### src/rtl/sregn_pipe_vr.sv
// DEPTH-stage valid/ready pipeline register chain with global stall, synchronous
// flush, bubble collapsing and an occupancy count.
module sregn_pipe_vr #(
    parameter int width      = 32,
    parameter int depth      = 4,
    parameter bit reset_data = 1'b1,
    parameter int cnt_w      = $clog2(depth + 1)
) (
    input  logic             clk,
    input  logic             reset,
    input  logic             enable,
    input  logic             flush,
    input  logic             in_valid,
    output logic             in_ready,
    input  logic [width-1:0] i0,
    output logic             out_valid,
    input  logic             out_ready,
    output logic [width-1:0] o0,
    output logic [cnt_w-1:0] count
);

    logic [width-1:0] data_q [depth];
    logic [width-1:0] data_d [depth];
    logic [depth-1:0] v_q;
    logic [depth-1:0] v_d;
    logic [cnt_w-1:0] count_q;
    logic [cnt_w-1:0] count_d;
    logic [depth:0]   rdy;
    logic             run;
    logic             in_fire;
    logic             out_fire;

    // A stage can take new contents if it is empty or its successor is moving.
    always_comb begin
        rdy        = '0;
        rdy[depth] = out_ready;
        for (int unsigned i = 0; i < depth; i++) begin
            rdy[depth-1-i] = !v_q[depth-1-i] | rdy[depth-i];
        end
    end

    always_comb begin
        run       = enable & !flush;
        in_ready  = run & rdy[0] & !reset;
        out_valid = run & v_q[depth-1];
        in_fire   = in_valid & in_ready;
        out_fire  = out_valid & out_ready;
    end

    // Data only moves with a valid item so an emptied output keeps its last value.
    always_comb begin
        v_d = v_q;
        for (int unsigned k = 0; k < depth; k++) begin
            data_d[k] = data_q[k];
        end
        if (flush) begin
            v_d = '0;
        end else if (run) begin
            if (rdy[0]) begin
                v_d[0] = in_fire;
                if (in_fire) begin
                    data_d[0] = i0;
                end
            end
            for (int unsigned k = 1; k < depth; k++) begin
                if (rdy[k]) begin
                    v_d[k] = v_q[k-1];
                    if (v_q[k-1]) begin
                        data_d[k] = data_q[k-1];
                    end
                end
            end
        end
    end

    always_comb begin
        if (flush) begin
            count_d = '0;
        end else begin
            count_d = count_q + cnt_w'(in_fire) - cnt_w'(out_fire);
        end
    end

    always_ff @(posedge clk or posedge reset) begin
        if (reset) begin
            v_q     <= '0;
            count_q <= '0;
        end else begin
            v_q     <= v_d;
            count_q <= count_d;
        end
    end

    generate
        if (reset_data) begin : g_data_rst
            always_ff @(posedge clk or posedge reset) begin
                if (reset) begin
                    for (int unsigned k = 0; k < depth; k++) begin
                        data_q[k] <= '0;
                    end
                end else begin
                    for (int unsigned k = 0; k < depth; k++) begin
                        data_q[k] <= data_d[k];
                    end
                end
            end
        end else begin : g_data_norst
            always_ff @(posedge clk) begin
                for (int unsigned k = 0; k < depth; k++) begin
                    data_q[k] <= data_d[k];
                end
            end
        end
    endgenerate

    assign o0    = data_q[depth-1];
    assign count = count_q;

endmodule
### config.mk
export PLATFORM = sky130hd
export DESIGN_NAME = sregn_pipe_vr
export DESIGN_NICKNAME = d
export VERILOG_FILES = /design/src/rtl/sregn_pipe_vr.sv
export SDC_FILE = /design/constraint.sdc
export NUM_CORES = 1
export LEC_CHECK = 0
export CORE_UTILIZATION = 51
export DETAILED_ROUTE_END_ITERATION = 8
export GPL_ROUTABILITY_DRIVEN = 0
export PLACE_DENSITY_LB_ADDON = 0.05
export SYNTH_ARGS = -nofsm -noshare
export SYNTH_HDL_FRONTEND = slang
export SYNTH_SLANG_ARGS = --single-unit
export TNS_END_PERCENT = 30
### constraint.sdc
create_clock -name clk -period 4.79 [get_ports clk]
set_clock_uncertainty 0.2 [all_clocks]
set_input_delay 0.479 -clock clk [delete_from_list [all_inputs] [get_ports clk]]
set_output_delay 0.479 -clock clk [all_outputs]
set_load 0.1 [all_outputs]
==> results.cfg <==
[run_status]
status = finished, final reports clean

[route]
drtIter0Drc = 94
wire_per_inst_um = 16.9
route.met3.wl_um = 409
drc = 0
drt_first_pass_iters = 4
m1WireLength_um = 4580
highest_layer = met4
detailroute.via_count = 2744
antenna_left = 0
via_per_inst = 4.97
wl_um = 9330
wl_met2_um = 4250

[clocking]
cts_buffer_depth = 2
cts_root_buffer = clkbuf_16
numCtsBuffers = 17
cts_tree = done
cts_resized = 0
h-tree-depth = 4
cts_num_sinks = 135
cts_setup_buffers = 0
clkTransAtPathRegs_ns = 0.05
cts_hold_buf = 0
clk_latency_ns = 0.41

[global_routing]
grt_overflow = 0
grt_start_max_net_pins = 89
antenna_found_initial = 0
grt_pass1_vias = 3001
grt_pass1_wl_um = 15900
grt_usage_pct = 16.9

[sta]
final_hold_viol_count = 0
drv_slew = 0
tightest_slew_ns = 1.17
setup_viol = 0
post-route-period-util_pct = 69.0
timing.fmax_ghz = 0.303
period_needed_ns = 3.30
rsz0062_at_grt = no
slew_headroom_pct = 22.3
tns_ns = 0

[synth]
syn_inst = 348
synth_edf_count = 0
synth.distinct_cells = 31
synth_top_area_share_pct = 56.1
ys_seq_area_share_pct = 56.1
ys_ff_latch = 135
yosys-top-cells-area = dfrtp_1, mux2_4, buf_4
ys.flop_type = dfrtp_1
yosysWarnings = 0
avgSynthCellArea_um2 = 17.3
syn_area_um2 = 6030
syn-num-nets = 389
async_reset_ff_share_pct = 100
yosysTopAreaCell = dfrtp_1

[cells_and_area]
final_layout_size_suffix_gt1_share_pct = 41.3
final_nets = 438
utilization_pct = 61.4
n_fill_cell = 868
antenna_cells = 0
final_common_cell = dfrtp_1
areaGrowthSynthToFinish_pct = 16.9
mostFrequentLayoutCells = dfrtp_1, mux2_4, clkdlybuf4s50_1, clkbuf_16, mux2_2

[pwr]
power_density_nw_per_um2 = 379
switching_power_mw = 0.556
combPwrFrac_pct = 8.1
power_frac_seq_pct = 48.3
swShare_pct = 20.8
p_int_mw = 2.11
vdd_drop_max_mv = 0.322
leakagePower_nw = 3.40
clkPwrFrac_pct = 43.6

[die]
ioPinCount = 75
rows = 39
die_h_um = 111
fp.dieW_um = 111
core_um2 = 11500
die_area_um2 = 12300
start_util_pct = 52.5

[critical_path]
end_kind = output port
crit_path_start_kind = input port
reg2reg_slack_ns = 2.41
critPathKind = input port to output port
required_ns = 4.11
cp_max_fo = 9
arrival_ns = 2.63

[hold_path]
hold_path.class = register to register

[flow_run]
maxCapViolCount = 0

[placed_design]
io_buffer_count = 74
dpl.hpwl_um = 5430
-- layer usage --
| metal | vias to the layer above | GRT usage (%) |
|---|---|---|
| li1 | 1265 | - |
| met1 | 1419 | 23.3 |
| met2 | 53 | 24.3 |
| met3 | 7 | 6.34 |
| met4 | 0 | 6.22 |
| met5 | - | 0 |
-- flip-flops by register name, indices dropped and copies added, names as in the netlist --
name    flops
data_q     96
o0         32
v_q         4
count       3
-- worst paths after layout --
check,startpoint,to,depth (start not counted)
worst min-delay path,data_q[74]$_DFFE_PP0P_,data_q[42]$_DFFE_PP0P_,1
min in group asynchronous,reset,count[0]$_DFF_PP0_,3
worst min register to register,data_q[74]$_DFFE_PP0P_,data_q[42]$_DFFE_PP0P_,1
worst max register to register,v_q[3]$_DFFE_PP0P_,data_q[39]$_DFFE_PP0P_,4
worst max-delay path,enable,out_valid,4
max in group asynchronous,reset,o0[21]$_DFFE_PP0P_,4
-- through the flow --
stage          power [mW]  instance area, µm²  setup WS, ns  instances  hold WS (ns)
6_report             2.67                7040          1.49        552         0.300
3_3_place_gp         1.52                6510          1.52        521         0.285
4_1_cts              2.70                7040          1.48        552         0.303
3_5_place_dp         1.53                6510          1.49        521         0.292
2_1_floorplan        1.46                6030         0.879        348         0.275
5_1_grt              2.78                7040          1.41        552         0.317
-- power groups by stage --
stage	Sequential (mW)	Combinational (mW)	Clock, mW
after detailed placement	1.31	0.218	0
after global routing	1.30	0.235	1.24
after global placement	1.31	0.214	0
after floorplan	1.29	0.166	0
after CTS	1.29	0.219	1.19
final	1.29	0.215	1.16
-- worst max-delay path, cell delays in order --
cell	delay [ns]
clkdlybuf4s50_1	0.62
nor2b_4	0.25
and2_2	0.16
clkdlybuf4s50_1	1.12
-- final cells by class --
cell class	instances	area [µm²]	share of cell area [%]
sequential	135	3380	48.0
clock buffer	28	517	7.34
inverter	4	18.8	0.266
timing repair buffer	79	778	11.0
tap	143	179	2.54
multi-input combinational	160	2160	30.6
clock inverter	3	15.0	0.213
-- logic make-up after synthesis --
group,after synthesis,share of synthesized area [%]
adders and majority gates,3,0.747
and+or+nand+nor,20,2.35
AOI/OAI and AO/OA,7,1.04
buffers and inverters,53,8.18
xor gates and xnor gates,2,0.291
DFF,135,56.1
muxes,128,31.3
-- Yosys cell counts, types with 2 or more instances --
cell type,instances
dfrtp_1,135
mux2_4,119
buf_4,32
buf_6,10
mux2_2,9
buf_12,6
inv_1,4
nor2_1,4
and3_1,3
nand2_1,3
a21oi_1,2
ha_1,2
Note: power is estimated with default switching activity, not from simulation.
